===== src/rtl/assist_seq.sv =====
// Desired-drive sequencer: latches sensor operands on a tick, waits out the
// assist-current pipeline, then slews target_curr toward the captured result.
module assist_seq #(
    parameter int unsigned PIPE_LAT  = 4,
    parameter logic [11:0] SLEW_STEP = 12'h040
) (
    input  logic        clk,
    input  logic        rst_n,
    input  logic        tick,
    input  logic        brake_n,
    input  logic [11:0] avg_torque_in,
    input  logic [4:0]  cadence_vec_in,
    input  logic [12:0] incline_in,
    input  logic [1:0]  setting_in,
    output logic [11:0] avg_torque,
    output logic [4:0]  cadence_vec,
    output logic [12:0] incline,
    output logic [1:0]  setting,
    input  logic [11:0] dd_target_curr,
    output logic [11:0] target_curr,
    output logic        upd_done,
    output logic        busy
);

    typedef enum logic [1:0] {
        IDLE   = 2'd0,
        SETTLE = 2'd1,
        SLEW   = 2'd2
    } state_t;

    typedef struct packed {
        logic [11:0] torque;
        logic [4:0]  cadence;
        logic [12:0] incline;
        logic [1:0]  setting;
    } sample_t;

    localparam logic [3:0] LAT = 4'(PIPE_LAT);

    state_t      state, state_d;
    logic [3:0]  cnt, cnt_d;
    logic [11:0] cap, cap_d;
    logic [11:0] tgt, tgt_d;
    logic        pend, pend_d;
    logic        upd, upd_d;
    logic        busy_q, busy_d;
    sample_t     ops, ops_d;
    sample_t     shadow, shadow_d;
    sample_t     live;

    logic [12:0] ramp_sum;
    logic [11:0] ramp_val;

    assign live = {avg_torque_in, cadence_vec_in, incline_in, setting_in};

    // 13-bit sum keeps a step near full scale from wrapping past cap.
    assign ramp_sum = {1'b0, tgt} + {1'b0, SLEW_STEP};
    assign ramp_val = (ramp_sum > {1'b0, cap}) ? cap : ramp_sum[11:0];

    always_ff @(posedge clk or negedge rst_n) begin
        if (!rst_n) begin
            state <= IDLE;
        end else begin
            // NOTE: non-blocking so every register samples pre-edge values.
            state <= state_d;
        end
    end

    always_comb begin
        // NOTE: every target gets a default first so no path infers a latch.
        state_d  = state;
        cnt_d    = cnt;
        cap_d    = cap;
        tgt_d    = tgt;
        pend_d   = pend;
        upd_d    = 1'b0;
        ops_d    = ops;
        shadow_d = shadow;

        if (!brake_n) begin
            tgt_d   = '0;
            cap_d   = '0;
            pend_d  = 1'b0;
            state_d = IDLE;
        end else begin
            // A tick arriving mid-update is parked; the newest one wins.
            if (tick && state != IDLE) begin
                shadow_d = live;
                pend_d   = 1'b1;
            end

            case (state)
                IDLE: begin
                    if (tick) begin
                        ops_d   = live;
                        pend_d  = 1'b0;
                        cnt_d   = '0;
                        state_d = SETTLE;
                    end else if (pend) begin
                        ops_d   = shadow;
                        pend_d  = 1'b0;
                        cnt_d   = '0;
                        state_d = SETTLE;
                    end
                end

                SETTLE: begin
                    if (cnt == LAT) begin
                        cap_d   = dd_target_curr;
                        state_d = SLEW;
                    end else begin
                        cnt_d = cnt + 4'd1;
                    end
                end

                SLEW: begin
                    if (tgt > cap) begin
                        tgt_d = cap;
                    end else if (tgt < cap) begin
                        tgt_d = ramp_val;
                    end else begin
                        upd_d = 1'b1;
                        if (pend) begin
                            // Old pend is consumed; a same-cycle tick re-arms it.
                            ops_d   = shadow;
                            pend_d  = tick;
                            cnt_d   = '0;
                            state_d = SETTLE;
                        end else begin
                            state_d = IDLE;
                        end
                    end
                end

                default: state_d = IDLE;
            endcase
        end
    end

    assign busy_d = (state_d != IDLE);

    always_ff @(posedge clk or negedge rst_n) begin
        if (!rst_n) begin
            cnt    <= '0;
            cap    <= '0;
            tgt    <= '0;
            pend   <= 1'b0;
            upd    <= 1'b0;
            busy_q <= 1'b0;
            ops    <= '0;
            shadow <= '0;
        end else begin
            cnt    <= cnt_d;
            cap    <= cap_d;
            tgt    <= tgt_d;
            pend   <= pend_d;
            upd    <= upd_d;
            busy_q <= busy_d;
            ops    <= ops_d;
            shadow <= shadow_d;
        end
    end

    assign avg_torque  = ops.torque;
    assign cadence_vec = ops.cadence;
    assign incline     = ops.incline;
    assign setting     = ops.setting;
    assign target_curr = tgt;
    assign upd_done    = upd;
    assign busy        = busy_q;

endmodule


===== config.mk =====
export PLATFORM = sky130hd
export DESIGN_NAME = assist_seq
export DESIGN_NICKNAME = d
export VERILOG_FILES = /design/src/rtl/assist_seq.sv
export SDC_FILE = /design/constraint.sdc
export NUM_CORES = 1
export LEC_CHECK = 0
export BUFFER_PORTS_ARGS = -buffer_cell sky130_fd_sc_hd__buf_2
export CORE_MARGIN = 10
export CORE_UTILIZATION = 40
export CTS_BUF_LIST = sky130_fd_sc_hd__clkbuf_4 sky130_fd_sc_hd__clkbuf_8
export DETAILED_ROUTE_END_ITERATION = 8
export GPL_TIMING_DRIVEN = 0
export REMOVE_ABC_BUFFERS = 1
export SLEW_MARGIN = 30
export SYNTH_ARGS = -nofsm -noshare
export SYNTH_HDL_FRONTEND = slang
export SYNTH_SLANG_ARGS = --single-unit

===== constraint.sdc =====
create_clock -name clk -period 6.4 [get_ports clk]
set_clock_uncertainty 0.15 [all_clocks]
set_input_delay 0.64 -clock clk [delete_from_list [all_inputs] [get_ports clk]]
set_output_delay 0.64 -clock clk [all_outputs]
set_load 0.01 [all_outputs]

==> metrics <==
run status complete, no violations; wire length of the first global-routing pass 21200 µm; number of buffers created by CTS 9; Hold Crit Depth 3; quantity of hold-fixing buffers added after cts 1; reg2reg start target_curr[6]$_DFFE_PN0P_; number of cells produced by synthesis 443; Row Count 40; setup bufs post-CTS 0; number of DRC markers after the initial detailed-route iteration 152; headroom to the max-slew limit a little over two fifths; power density cells approximately 250 nW/µm²; maximum number of pins on one net before global-route repair 62; shortest period the worst path allows 3.31 ns; cells along the critical path inv_1 -> ha_1 -> nand2b_4 -> o21ai_2 -> a211oi_2 -> a21o_4 -> o21ai_4 -> a21boi_4 -> buf_8 -> a2bb2oi_1; overall fraction of global-route tracks in use 14.8%; data required time at the worst endpoint 6.56 ns; setup repair after global routing missed its margin no; cell area after placement ~5700 µm²; Synth-to-Final Area Change 17.5%; largest fanout of any net on the critical path 11; area occupied by multi-input gates 2410 µm²; die span in y 132 µm; CTS tree yes; # Max-Cap Violations 0; clock-pin slew of the registers on the worst-case setup and hold paths around 0.090 ns; insertion delay to the later sink of the worst-skew pair 0.38 ns; number of clock sinks 97; average via count per standard cell 5.36; source of the worst hold timing path dd_target_curr[9]; Arr. time, crit path approximately 3.5 ns; post-route cell area 5910 µm²; detailed-route via count 3776; number of port buffers 93; DRT antenna net count 0; deepest level of the CTS H-tree 3; fillers 1116; post-detailed-placement half-perimeter wirelength 9180 µm; pins over their slew limit 0; number of gates resized after CTS 0; number of synthesized flops with an enable pin 0; Critical Path Source Type flip-flop; register-to-register path setup slack 3.09 ns; hold-critical path endpoint cap[9]$_DFFE_PN0P_; total negative setup slack 0 ns; Worst VDD drop 0.216 mV; capture instance of the worst register-to-register path setting[0]$_DFFE_PN0P_; sequential-to-total area share from yosys stat 48.3%; flip-flop and latch count after synthesis 97; average cell area after synthesis 11.4 µm²; count of non-filler cells in the finished layout between 700 and 800; Synth cell types 55; maximum number of buffers from clock root to sink 2; leftover overflow at the end of global routing 0; via count of the first global-routing pass 4158; static power due to leakage 2.62 nW; footprint of the flip-flops and latches 2430 µm²; Ys Warns 0; category of the most critical setup path reg2reg; transition at the pin with the smallest max-transition slack 0.843 ns; most common library cell in the layout ignoring fill and taps dfrtp_1; Top-Level Pins 94; die width 132 µm; Die Outline Area 17500 µm²; final WL 12600 µm; gate family responsible for the most delay along the worst path compound AO/OA/AOI/OAI gates; initial antenna violation count 2; fraction of layout cells with a size suffix above 1 36.0%; most instantiated flip-flop cell in the synthesis netlist dfrtp_1; min-delay worst type in2reg; number of hold violations in the final report 0; Worst Path Buf+Inv 2; share of flip-flops with an asynchronous set or reset 100%; Crit. End Element flip-flop; Synth Cell Area between 5000 and 6000 µm²; Root Driver clkbuf_8; Period Utilization, post-route 51.8%; average wire length per cell after detail routing 17.9 µm; Placed Cells ~700; depth of the most critical reg-to-reg path 10; number of detailed-routing iterations run before antenna repair 4; biggest cell delay along the critical path 0.59 ns; final RePlAce weighted congestion 0.910; slowest cell on the critical path a21boi_4; Finish-stage setup viols 0; core outline area 12200 µm²; Initial Util 41.4%; most frequent cells in the layout 97 x dfrtp_1, 92 x buf_2, 52 x nand2_1, 33 x o22ai_1, 32 x mux2_2; DRC 0; final-stage net count 606; maximum clock frequency 302 MHz
==> registers in the layout (all words and copies together) (netlist names) <==
signal and flops:
avg_torque 12, busy 1, cadence_vec 5, cap 12, cnt 4, incline 13, pend 1, setting 2
shadow 32, state 2, target_curr 12, upd_done 1
==> per-stage QoR <==
| step | power (mW) | hold WS, ns | util, % | setup slack, ns |
|---|---|---|---|---|
| final | 1.49 | 0.335 | 48.6 | 3.09 |
| after global routing | 1.58 | 0.336 | 48.6 | 2.77 |
| after CTS | 1.52 | 0.313 | 48.6 | 3.00 |
| after detailed placement | 1.15 | 0.345 | 47.2 | 2.99 |
| after global placement | 1.12 | 0.338 | 46.0 | 2.00 |
| after floorplan | 1.01 | 0.194 | - | 2.79 |
==> final cells by class <==
type	instances	share of cell area, %
flip-flops and latches	97	41.1
multi-input cells	301	40.8
repair buffers	101	10.3
well taps	168	3.56
clock buffers	10	2.22
inverters	23	1.46
clock inverters	4	0.508
diodes	1	0.0423
==> routing by layer <==
layer | vias up | share of wire (%) | track usage [%]
met5 | - | 0 | 0
met4 | 0 | 1.1 | 4.76
met3 | 11 | 8.4 | 6.55
met2 | 93 | 48 | 24.6
met1 | 1881 | 42 | 16.7
li1 | 1791 | - | -
==> worst max-delay path by stage <==
stage / startpoint / end / slack [ns] / cells past startpoint
2_1_floorplan: target_curr[6]$_DFFE_PN0P_ / incline[0]$_DFFE_PN0P_ / 2.79 / 9
3_3_place_gp: target_curr[6]$_DFFE_PN0P_ / setting[0]$_DFFE_PN0P_ / 2.00 / 9
3_5_place_dp: target_curr[6]$_DFFE_PN0P_ / setting[0]$_DFFE_PN0P_ / 2.99 / 10
4_1_cts: target_curr[6]$_DFFE_PN0P_ / setting[0]$_DFFE_PN0P_ / 3.00 / 10
5_1_grt: target_curr[6]$_DFFE_PN0P_ / setting[0]$_DFFE_PN0P_ / 2.77 / 10
6_report: target_curr[6]$_DFFE_PN0P_ / setting[0]$_DFFE_PN0P_ / 3.09 / 10
==> power breakdown <==
group          switching, mW  leakage [nW]  internal (mW)  total [mW]
logic                  0.140          1.34          0.188       0.328
registers             0.0730          1.19          0.732       0.805
clock network          0.218        0.0820          0.143       0.361
total                  0.431          2.62           1.06        1.49
==> logic make-up (layout without fill, tap and decap cells) <==
group | after synthesis | after routing | share of synthesized area [%]
other cells | 0 | 1 | 0
buf+inv | 45 | 138 | 3.98
xor+xnor | 3 | 3 | 0.522
compound gates | 133 | 133 | 22.7
mux | 43 | 43 | 9.35
flops | 97 | 97 | 48.3
fa+ha+maj | 25 | 25 | 6.22
simple gates | 97 | 97 | 9.01
==> synth_stat cells, types with 2 or more instances <==
| cell | instances | area (µm²) |
|---|---|---|
| buf_1 | 6 | 22.5 |
| mux2i_1 | 11 | 110 |
| nand2b_1 | 3 | 18.8 |
| clkbuf_1 | 11 | 41.3 |
| a21oi_1 | 24 | 120 |
| mux2_2 | 32 | 360 |
| a2bb2oi_2 | 30 | 450 |
| buf_6 | 4 | 45.0 |
| a2bb2oi_1 | 2 | 17.5 |
| or2_1 | 2 | 12.5 |
| ha_1 | 25 | 313 |
| a21o_1 | 3 | 22.5 |
| dfrtp_1 | 97 | 2430 |
| o211ai_1 | 2 | 15.0 |
| o21ai_1 | 10 | 50.1 |
| nor3_1 | 2 | 10.0 |
| nor2_1 | 13 | 48.8 |
| a31oi_1 | 2 | 12.5 |
| nand4_1 | 2 | 12.5 |
| nand2_1 | 55 | 206 |
| and4_1 | 2 | 17.5 |
| o22ai_1 | 33 | 206 |
| o21ai_0 | 8 | 40.0 |
| a211oi_2 | 2 | 25.0 |
| nor2b_1 | 2 | 12.5 |
| nand3_1 | 6 | 30.0 |
| xnor2_1 | 3 | 26.3 |
| inv_1 | 22 | 82.6 |
| and3_1 | 3 | 18.8 |
==> worst reg2reg max path, cell delays in order, from the launching register on <==
cell	delay (ns)
dfrtp_1	0.50
inv_1	0.10
ha_1	0.32
nand2b_4	0.15
o21ai_2	0.19
a211oi_2	0.14
a21o_4	0.26
o21ai_4	0.44
a21boi_4	0.59
buf_8	0.24
a2bb2oi_1	0.17
(Power assumes the default switching activity.)
